`config.mk`:
```
export PLATFORM = sky130hd
export DESIGN_NAME = vpu_dst_port_flat
export DESIGN_NICKNAME = d
export VERILOG_FILES = /design/src/rtl/vpu_dst_port_if.sv /design/src/rtl/vpu_dst_port.sv /design/src/flat_wrapper.sv
export SDC_FILE = /design/constraint.sdc
export NUM_CORES = 1
export LEC_CHECK = 0
export ABC_AREA = 1
export BUFFER_PORTS_ARGS = -buffer_cell sky130_fd_sc_hd__buf_2
export CELL_PAD_IN_SITES_DETAIL_PLACEMENT = 0
export CELL_PAD_IN_SITES_GLOBAL_PLACEMENT = 1
export CORE_AREA = 3 3 310 312
export DETAILED_ROUTE_END_ITERATION = 8
export DIE_AREA = 0 0 313 315
export MAX_ROUTING_LAYER = met4
export PLACE_DENSITY_LB_ADDON = 0.1
export RECOVER_POWER = 50
export SYNTH_ARGS = -nofsm -noshare
export SYNTH_HDL_FRONTEND = slang
export SYNTH_SLANG_ARGS = --single-unit
```
`constraint.sdc`:
```
create_clock -name clk -period 1.6 [get_ports clk]
set_input_delay 0.24 -clock clk [delete_from_list [all_inputs] [get_ports clk]]
set_output_delay 0.24 -clock clk [all_outputs]
set_load 0.02 [all_outputs]
```
`src/rtl/vpu_dst_port_if.sv`:
```
// Bundle of the vpu_dst_port control, VLANE result and SRAM write signals.
// The slave side belongs to vpu_dst_port; the master side is the surrounding system.
interface vpu_dst_port_if #(
    parameter int SRAM_DATA_WIDTH = 512,
    parameter int DWIDTH_PER_EXEC = 256,
    parameter int SRAM_ADDR_WIDTH = 10
);
    logic                       start_i;
    logic                       wvalid_i;
    logic [SRAM_ADDR_WIDTH-1:0] waddr_i;
    logic                       done_o;
    logic                       result_wren_i;
    logic [DWIDTH_PER_EXEC-1:0] result_wdata_i;
    logic                       result_ready_o;
    logic                       sram_wr_req_o;
    logic [SRAM_ADDR_WIDTH-1:0] sram_wr_addr_o;
    logic [SRAM_DATA_WIDTH-1:0] sram_wr_data_o;
    logic                       sram_wr_gnt_i;

    modport master (
        output start_i, wvalid_i, waddr_i, result_wren_i, result_wdata_i, sram_wr_gnt_i,
        input  done_o, result_ready_o, sram_wr_req_o, sram_wr_addr_o, sram_wr_data_o
    );

    modport slave (
        input  start_i, wvalid_i, waddr_i, result_wren_i, result_wdata_i, sram_wr_gnt_i,
        output done_o, result_ready_o, sram_wr_req_o, sram_wr_addr_o, sram_wr_data_o
    );
endinterface

```
`src/rtl/vpu_dst_port.sv`:
```
// Packs EXEC_CNT VLANE result slices into one SRAM line, issues a single
// write to the decoded destination address, then pulses done to the controller.
module vpu_dst_port #(
    parameter int SRAM_DATA_WIDTH = 512,
    parameter int DWIDTH_PER_EXEC = 256,
    parameter int EXEC_CNT        = SRAM_DATA_WIDTH / DWIDTH_PER_EXEC,
    parameter int SRAM_ADDR_WIDTH = 10
) (
    input logic              clk,
    input logic              rst_n,
    vpu_dst_port_if.slave    dst_if
);
    localparam int                CNT_W    = (EXEC_CNT > 1) ? $clog2(EXEC_CNT) : 1;
    localparam logic [CNT_W-1:0]  CNT_LAST = CNT_W'(EXEC_CNT - 1);

    typedef enum logic [1:0] {
        IDLE    = 2'd0,
        COLLECT = 2'd1,
        WRITE   = 2'd2,
        DONE    = 2'd3
    } state_t;

    state_t                     state_q, state_d;
    logic [CNT_W-1:0]           cnt_q, cnt_d;
    logic [SRAM_DATA_WIDTH-1:0] line_buf_q, line_buf_d;
    logic [SRAM_ADDR_WIDTH-1:0] addr_q, addr_d;

    always_ff @(posedge clk or negedge rst_n) begin
        if (!rst_n) begin
            state_q    <= IDLE;
            cnt_q      <= '0;
            line_buf_q <= '0;
            addr_q     <= '0;
        end else begin
            state_q    <= state_d;
            cnt_q      <= cnt_d;
            line_buf_q <= line_buf_d;
            addr_q     <= addr_d;
        end
    end

    always_comb begin
        state_d    = state_q;
        cnt_d      = cnt_q;
        line_buf_d = line_buf_q;
        addr_d     = addr_q;
        case (state_q)
            IDLE: begin
                if (dst_if.start_i) begin
                    if (dst_if.wvalid_i) begin
                        addr_d  = dst_if.waddr_i;
                        cnt_d   = '0;
                        state_d = COLLECT;
                    end else begin
                        state_d = DONE;
                    end
                end
            end
            COLLECT: begin
                if (dst_if.result_wren_i) begin
                    // Slice 0 lands in the LSBs of the line.
                    line_buf_d[int'(cnt_q)*DWIDTH_PER_EXEC +: DWIDTH_PER_EXEC] = dst_if.result_wdata_i;
                    if (cnt_q == CNT_LAST) begin
                        cnt_d   = '0;
                        state_d = WRITE;
                    end else begin
                        cnt_d = cnt_q + 1'b1;
                    end
                end
            end
            WRITE: begin
                if (dst_if.sram_wr_gnt_i) begin
                    state_d = DONE;
                end
            end
            DONE: begin
                state_d = IDLE;
            end
            default: begin
                state_d = IDLE;
            end
        endcase
    end

    // Outputs decode registered state only, so an async reset drops a pending request at once.
    assign dst_if.done_o         = (state_q == DONE);
    assign dst_if.result_ready_o = (state_q == COLLECT);
    assign dst_if.sram_wr_req_o  = (state_q == WRITE);
    assign dst_if.sram_wr_addr_o = addr_q;
    assign dst_if.sram_wr_data_o = line_buf_q;
endmodule

```
`src/flat_wrapper.sv`:
```
// flat-port wrapper written by rule: the top's interface ports become plain ports
module vpu_dst_port_flat 
#(
    parameter int SRAM_DATA_WIDTH = 512,
    parameter int DWIDTH_PER_EXEC = 256,
    parameter int EXEC_CNT        = SRAM_DATA_WIDTH / DWIDTH_PER_EXEC,
    parameter int SRAM_ADDR_WIDTH = 10
)
  (clk, rst_n, dst_if_start_i, dst_if_wvalid_i, dst_if_waddr_i, dst_if_result_wren_i, dst_if_result_wdata_i, dst_if_sram_wr_gnt_i, dst_if_done_o, dst_if_result_ready_o, dst_if_sram_wr_req_o, dst_if_sram_wr_addr_o, dst_if_sram_wr_data_o);
  vpu_dst_port_if #(.SRAM_DATA_WIDTH(SRAM_DATA_WIDTH), .DWIDTH_PER_EXEC(DWIDTH_PER_EXEC), .SRAM_ADDR_WIDTH(SRAM_ADDR_WIDTH)) dst_if_i ();
  input logic clk;
  input logic rst_n;
  input wire logic [$bits(dst_if_i.start_i)-1:0] dst_if_start_i;
  input wire logic [$bits(dst_if_i.wvalid_i)-1:0] dst_if_wvalid_i;
  input wire logic [$bits(dst_if_i.waddr_i)-1:0] dst_if_waddr_i;
  input wire logic [$bits(dst_if_i.result_wren_i)-1:0] dst_if_result_wren_i;
  input wire logic [$bits(dst_if_i.result_wdata_i)-1:0] dst_if_result_wdata_i;
  input wire logic [$bits(dst_if_i.sram_wr_gnt_i)-1:0] dst_if_sram_wr_gnt_i;
  output wire logic [$bits(dst_if_i.done_o)-1:0] dst_if_done_o;
  output wire logic [$bits(dst_if_i.result_ready_o)-1:0] dst_if_result_ready_o;
  output wire logic [$bits(dst_if_i.sram_wr_req_o)-1:0] dst_if_sram_wr_req_o;
  output wire logic [$bits(dst_if_i.sram_wr_addr_o)-1:0] dst_if_sram_wr_addr_o;
  output wire logic [$bits(dst_if_i.sram_wr_data_o)-1:0] dst_if_sram_wr_data_o;
  assign dst_if_i.start_i = dst_if_start_i;
  assign dst_if_i.wvalid_i = dst_if_wvalid_i;
  assign dst_if_i.waddr_i = dst_if_waddr_i;
  assign dst_if_i.result_wren_i = dst_if_result_wren_i;
  assign dst_if_i.result_wdata_i = dst_if_result_wdata_i;
  assign dst_if_i.sram_wr_gnt_i = dst_if_sram_wr_gnt_i;
  assign dst_if_done_o = dst_if_i.done_o;
  assign dst_if_result_ready_o = dst_if_i.result_ready_o;
  assign dst_if_sram_wr_req_o = dst_if_i.sram_wr_req_o;
  assign dst_if_sram_wr_addr_o = dst_if_i.sram_wr_addr_o;
  assign dst_if_sram_wr_data_o = dst_if_i.sram_wr_data_o;
  vpu_dst_port #(.SRAM_DATA_WIDTH(SRAM_DATA_WIDTH), .DWIDTH_PER_EXEC(DWIDTH_PER_EXEC), .EXEC_CNT(EXEC_CNT), .SRAM_ADDR_WIDTH(SRAM_ADDR_WIDTH)) u_core (.clk(clk), .rst_n(rst_n), .dst_if(dst_if_i));
endmodule
```
==> results of run 1 <==
## layout make-up
cell class	count	area [sq um]
Tap cell	1254	1570
Inverter	266	1010
Multi-Input combinational cell	1085	5250
Clock buffer	102	2100
Antenna cell	10	25.0
Sequential cell	525	13100
Timing Repair Buffer	1219	8960
Fill cell	9798	60900
Clock inverter	22	350
## worst max-delay path by stage
stage                                  from                                 to  slack, ns  cells past startpoint
final                     u_core.state_q[0]  u_core.dst_if.sram_wr_data_o[318]      -0.09                      8
after CTS                 u_core.state_q[0]               dst_if_sram_wr_req_o      -0.12                      4
after detailed placement  u_core.state_q[0]  u_core.dst_if.sram_wr_data_o[328]      -0.01                      6
after global placement    u_core.state_q[1]  u_core.dst_if.sram_wr_data_o[315]       0.02                      7
after floorplan           u_core.state_q[1]  u_core.dst_if.sram_wr_data_o[194]       0.14                      9
after global routing      u_core.state_q[0]  u_core.dst_if.sram_wr_data_o[380]      -0.15                      9
## layer usage
| layer | vias up | GRT usage, % |
|---|---|---|
| li1 | 8683 | - |
| met1 | 8486 | 17.9 |
| met2 | 615 | 27.1 |
| met3 | 125 | 5.41 |
| met4 | 0 | 5.52 |
| met5 | - | - |
## per-stage QoR
stage / power, mW / setup WS, ns / std cells / utilization (%) / TNS, ns
global placement: 47.7 / 0.0221 / 4023 / 27.5 / 0
finish: 66.7 / -0.0907 / 4483 / 34.7 / -3.16
detailed placement: 48.0 / -0.0106 / 4023 / 27.5 / -0.0106
floorplan: 36.6 / 0.141 / 1989 / - / 0
CTS: 65.9 / -0.122 / 4423 / 33.2 / -5.77
global route: 71.1 / -0.154 / 4482 / 34.7 / -27.31
## registers in the layout (all words and copies together), names as in the netlist
name                          flops
u_core.cnt_q                      1
u_core.dst_if.sram_wr_addr_o     10
u_core.dst_if.sram_wr_data_o    512
u_core.state_q                    2
## kinds of logic (layout without fill, tap and decap cells)
group	after synthesis	in the layout	share of synthesized area, %
AO/OA/AOI/OAI	515	515	13.2
adder cells (fa/ha/maj)	5	5	0.316
buffers and inverters	380	1609	9.20
flip-flops	525	525	66.4
other	0	10	0
AND/OR/NAND/NOR	564	565	10.9
## synthesized netlist by cell type
library cell / n
buf_2: 42
buf_4: 15
buf_6: 38
clkbuf_1: 19
dfrtp_1: 525
ha_1: 5
inv_1: 265
inv_2: 1
nand2_1: 546
nand2_2: 1
nand2_4: 1
nand3_1: 11
nand3_4: 1
nor2_1: 3
o21ai_0: 286
o21ai_1: 219
o21ai_2: 10
or2_2: 1
## timing repair
| action | CTS | global route |
|---|---|---|
| gates resized for setup | 33 | 218 |
| pin swaps | 3 | 3 |
| cloned | 1 | 36 |
| buffers inserted | 8 | 15 |
| setup endpoints to repair | 8 | 445 |
| hold endpoints to repair | 838 | 0 |
| hold buffers | 268 | 0 |
## power breakdown
group / internal [mW] / switching (mW) / leakage (nW) / total [mW]
clock network: 10.4 / 6.19 / 1.20 / 16.6
registers: 19.2 / 3.40 / 6.67 / 22.6
logic: 9.76 / 17.8 / 9.41 / 27.6
## layout by cell type, fill, tap and decap left out, drive strengths merged
cell	instances
clkbuf	183
bufinv	8
inv	269
nand3	12
buf	870
dlygate4sd3	268
or2	1
clkinvlp	1
nand2	549
clkinv	10
nor2	3
ha	5
o21ai	515
diode	10
dfrtp	525
## worst reg2reg max path: stages (launching register included)
cell and delay, ns:
dfrtp_1 0.40, buf_6 0.12, ha_4 0.16, buf_6 0.12, nand3_4 0.12, buf_12 0.20, buf_12 0.19, clkbuf_16 0.17
o21ai_0 0.09
==> flow_metrics.py, run 1 <==
metrics = {
    "die": {
        "dieArea_sq_mm": 0.0986,
        "io-pin-count": 797,
        "row_count": 112,
        "initial_core_util_pct": 21.2,
        "die_h_um": 315,
        "core_sq_mm": 0.0933,
        "dieWidth_um": 313,
    },
    "drt": {
        "ant_nets": 0,
        "wl_met2_mm": 41.9,
        "m1WireLength_mm": 33.4,
        "top_layer_used": "met4",
        "drcViolationCount": 0,
        "drtPass1Iterations": 5,
        "via_count": 17900,
        "wl_met3_mm": 6.71,
        "wirelength_mm": 84.3,
        "drt_iter0_drc": 922,
        "via_per_inst": 3.99,
        "wire_per_inst_um": 18.8,
    },
    "global_routing": {
        "grt_max_degree": 74,
        "overflow": 0,
        "grt_pass1_wl_mm": 118,
        "gr-usage-all-layers_pct": 16.1,
        "antenna_found_initial": 9,
        "grt_pass1_vias": 18400,
    },
    "flow_run": {
        "maxCapViolations": 0,
    },
    "final_layout": {
        "fin_nets": 3443,
        "drive_gt1_share_pct": 34.9,
        "design_area_sq_mm": 0.0324,
        "area_delta_synth_final_pct": 63.7,
    },
    "clocking": {
        "worstSkewPairLatency_ns": 0.60,
        "cts_buffers": 69,
        "ctsLongestPathBuffers": 3,
        "clock-sinks": 525,
        "cts_tree": "yes",
        "clock-root-buffer": "clkbuf_16",
        "htreeDepth": 3,
        "clk_pin_slew_ns": 0.06,
    },
    "sta": {
        "hold_viol_final": 0,
        "rsz0062_at_grt": "true",
        "max_freq_mhz": 591,
        "slew_viol_final": 0,
        "tightest_slew_ns": 0.789,
        "fin_ws_ns": -0.0907,
        "holdWs_ns": 0.0899,
        "period_needed_ns": 1.69,
        "setup_violations": 115,
        "period_share_pct": 106,
        "finClkSkew_ns": 0.0230,
        "maxSlewHeadroom_pct": 47.4,
    },
    "setup_path": {
        "startpoint_type": "flip-flop",
        "slowest_stage": "dfrtp_1",
        "max_stage_delay_ns": 0.40,
        "critPathTopFamily": "buffers and inverters",
        "cp_max_fo": 12,
        "crit_required_ns": 2.07,
        "cp-end-kind": "flip-flop",
        "crit_type": "flip-flop to flip-flop",
        "critical_path_arrival_ns": 2.16,
        "path_buf_inv": 5,
        "r2r_slack_ns": -0.09,
        "path_cells": "buf_6 -> ha_4 -> buf_6 -> nand3_4 -> buf_12 -> buf_12 -> clkbuf_16 -> o21ai_0",
        "reg2reg_to": "u_core.dst_if.sram_wr_data_o[318]",
        "r2r_cells": 8,
        "reg2reg_from": "u_core.state_q[0]",
    },
    "synth": {
        "synthTopCellsByArea": "dfrtp_1 66%, nand2_1 10%, o21ai_0 7.2%, o21ai_1 5.5%, inv_1 5.0%",
        "synth.avg_cell_area_sq_um": 9.95,
        "syn_nets": 2266,
        "synth_seq_area_share_pct": 66.4,
        "synth_cell_types": 18,
        "synth_top_cell_by_area": "dfrtp_1",
        "ys_ff_latch": 525,
        "yosysTopAreaCellShare_pct": 66.4,
        "synthCells": 1989,
        "syn_area_sq_mm": 0.0198,
        "yosysWarningCount": 0,
    },
    "placed_design": {
        "placed_area_sq_mm": 0.0257,
        "hpwl_mm": 60.2,
        "port_buffers": 796,
        "gp_congestion": 0.805,
    },
    "worst_hold_path": {
        "hold_depth": 6,
        "whs_endpoint": "u_core.state_q[1]",
        "min_from": "dst_if_wvalid_i",
        "holdCritPathClass": "input pin to flip-flop",
    },
    "status": {
        "status": "finished, violations left",
        "failed_checks": "setup timing",
    },
    "power_and_ir_drop": {
        "p_leak_nw": 17.3,
        "p_per_area_mw_per_mm2": 2060,
        "peakVddDrop_mv": 0.802,
    },
}
Power figures use the tool's default switching activity.
==> run 2: changes to the inputs <==
--- a/config.mk
+++ b/config.mk
@@ -9,9 +9,10 @@
 export BUFFER_PORTS_ARGS = -buffer_cell sky130_fd_sc_hd__buf_2
 export CELL_PAD_IN_SITES_DETAIL_PLACEMENT = 0
 export CELL_PAD_IN_SITES_GLOBAL_PLACEMENT = 1
-export CORE_AREA = 3 3 310 312
+export CORE_AREA = 3 3 306 308
+export CTS_BUF_LIST = sky130_fd_sc_hd__clkbuf_8
 export DETAILED_ROUTE_END_ITERATION = 8
-export DIE_AREA = 0 0 313 315
+export DIE_AREA = 0 0 309 311
 export MAX_ROUTING_LAYER = met4
 export PLACE_DENSITY_LB_ADDON = 0.1
 export RECOVER_POWER = 50
==> run 2 against run 1 <==
Compared with the run above:
- the flow still finishes with violations (setup timing)
- sequential power rose by 4%
- clock power fell by 22%
- wire length grew 5.8%
- critical path depth increased by 2
- flip-flop and latch count is the same
- global-route usage increased by 0.26 points
==> flow_metrics.py, run 2 (same netlist as run 1, synthesis figures left out) <==
metrics = {
    "final_layout": {
        "mostFrequentLayoutCells": "609 x buf_2, 523 x dfrtp_1, 403 x nand2_1",
        "largest_reg_flops": 512,
        "fin_nets": 3540,
        "final_util_pct": 38.1,
        "num-fill-cells": 9331,
        "drive_gt1_share_pct": 42.4,
        "area_delta_synth_final_pct": 76.0,
        "final_common_cell": "buf_2",
    },
    "setup_path": {
        "crit_cells": 10,
        "crit_end": "u_core.dst_if.sram_wr_data_o[420]",
        "crit_type": "flip-flop to flip-flop",
        "path_cells": "inv_2 -> buf_6 -> ha_4 -> buf_6 -> nand3_4 -> buf_12 -> buf_16 -> buf_12 -> clkbuf_16 -> o21ai_2",
        "r2r_slack_ns": -0.19,
        "startpoint_type": "flip-flop",
        "crit_required_ns": 2.24,
        "slowest_stage": "dfrtp_1",
        "max_stage_delay_ns": 0.40,
        "r2r_cells": 10,
        "cp-end-kind": "flip-flop",
        "reg2reg_from": "u_core.state_q[1]",
        "critPathTopFamily": "buffers and inverters",
        "path_buf_inv": 7,
        "cp_max_fo": 10,
        "critical_path_arrival_ns": 2.42,
        "cp-startpoint": "u_core.state_q[1]",
        "reg2reg_to": "u_core.dst_if.sram_wr_data_o[420]",
    },
    "power_and_ir_drop": {
        "p_sw_mw": 29.0,
        "internal_power_mw": 40.2,
        "p_per_area_mw_per_mm2": 1990,
        "peakVddDrop_mv": 0.962,
        "p_clk_share_pct": 18.8,
        "p_leak_nw": 18.4,
        "netSwitchingFraction_pct": 41.9,
        "share_comb_of_total_power_pct": 47.3,
        "pwr-share-seq_pct": 33.9,
    },
    "die": {
        "dieArea_sq_mm": 0.0961,
        "core_sq_mm": 0.0914,
        "io-pin-count": 797,
        "dieWidth_um": 309,
        "initial_core_util_pct": 21.7,
        "row_count": 111,
        "die_h_um": 311,
    },
    "sta": {
        "finClkSkew_ns": 0.0362,
        "setup_violations": 498,
        "tns_ns": -35.35,
        "maxSlewHeadroom_pct": 31.6,
        "tightest_slew_ns": 1.03,
        "hold_viol_final": 0,
        "period_share_pct": 112,
        "period_needed_ns": 1.79,
        "fin_ws_ns": -0.187,
        "slew_viol_final": 0,
        "max_freq_mhz": 560,
        "rsz0062_at_grt": "true",
    },
    "global_routing": {
        "antenna_found_initial": 6,
        "overflow": 0,
        "grt_pass1_wl_mm": 117,
        "met3_usage_pct": 6.51,
        "grtUsageMet1_pct": 17.4,
        "grtUsageMet2_pct": 28.1,
        "grt-busiest-layer": "met2",
        "grt_pass1_vias": 18900,
        "gr-usage-all-layers_pct": 16.4,
        "grt_max_degree": 73,
    },
    "drt": {
        "drt_iter0_drc": 853,
        "wirelength_mm": 89.1,
        "drcViolationCount": 0,
        "drtPass1Iterations": 5,
        "via_per_inst": 4.09,
        "ant_nets": 0,
        "wire_per_inst_um": 19.7,
        "via_count": 18500,
    },
    "clocking": {
        "worstSkewPairLatency_ns": 0.73,
        "cts_buffers": 101,
        "clock-root-buffer": "clkbuf_8",
        "clk_pin_slew_ns": 0.06,
        "ctsLongestPathBuffers": 3,
        "cts_tree": "yes",
        "clock-sinks": 525,
        "htreeDepth": 3,
    },
    "flow_run": {
        "maxCapViolations": 0,
    },
    "placed_design": {
        "gp_congestion": 0.794,
        "hpwl_mm": 57.8,
        "port_buffers": 796,
    },
    "worst_hold_path": {
        "holdCritPathClass": "input pin to async pin",
    },
    "status": {
        "status": "finished, violations left",
        "failed_checks": "setup timing",
    },
}
run 2: changes by cell type in the layout (fill, tap and decap cells not counted), moves of 58 or more:
cell,delta
buf_2,-150
o21ai_2,+70
buf_6,+161
nand2_4,+58
nand2_1,-99
clkbuf_8,+110
o21ai_0,-89
run 2: worst min path at each step:
stage               start                                 to  depth (start not counted)
detailed placement  rst_n  u_core.dst_if.sram_wr_data_o[148]                          1
CTS                 rst_n  u_core.dst_if.sram_wr_data_o[180]                          3
global placement    rst_n  u_core.dst_if.sram_wr_data_o[396]                          1
finish              rst_n  u_core.dst_if.sram_wr_data_o[394]                          3
global route        rst_n  u_core.dst_if.sram_wr_data_o[180]                          3
floorplan           rst_n                       u_core.cnt_q                          0
run 2: power by group through the flow:
stage | combinational, mW | sequential (mW) | clock (mW)
finish | 32.8 | 23.5 | 13.0
global route | 35.2 | 24.2 | 14.3
CTS | 29.3 | 22.9 | 13.6
detailed placement | 25.0 | 22.6 | 0
global placement | 24.8 | 22.5 | 0
floorplan | 7.01 | 29.6 | 0
run 2: worst min-delay path: stages:
cell,delay [ns]
dlygate4sd3_1,0.57
buf_8,0.20
clkbuf_1,0.36
run 2: layer usage:
layer	vias to the layer above	part of all wire, %
met5	-	0
li1	8876	-
met2	626	50
met1	8889	39
met4	0	2.1
met3	114	8.8
run 2: cell type report:
type	count	area, sq um	area share (%)
repair buffers	1285	11200	32.2
diodes	8	20.0	0.0575
inverters	266	1000	2.88
clock inverters	49	224	0.643
clock buffers	126	1730	4.98
multi-input cells	1084	6030	17.3
flip-flops and latches	525	13100	37.7
well taps	1186	1480	4.26
run 2: timing repair:
action	CTS	global route
hold buffers	272	0
setup buffers	38	27
endpoints found under the setup margin	231	570
resized for setup	465	460
pin swaps	5	1
hold endpoints to repair	1043	0
cloned	7	70
run 2: stage by stage:
stage | hold WS [ns] | setup WS [ns] | cell area (sq um) | power, mW | cells
2_1_floorplan | -0.0556 | 0.141 | 19800 | 36.6 | 1989
3_3_place_gp | 0.138 | -0.158 | 25400 | 47.2 | 3934
3_5_place_dp | 0.141 | -0.149 | 25400 | 47.5 | 3934
4_1_cts | 0.126 | -0.257 | 32000 | 65.9 | 4426
5_1_grt | 0.244 | -0.282 | 34800 | 73.6 | 4527
6_report | 0.246 | -0.187 | 34800 | 69.3 | 4529
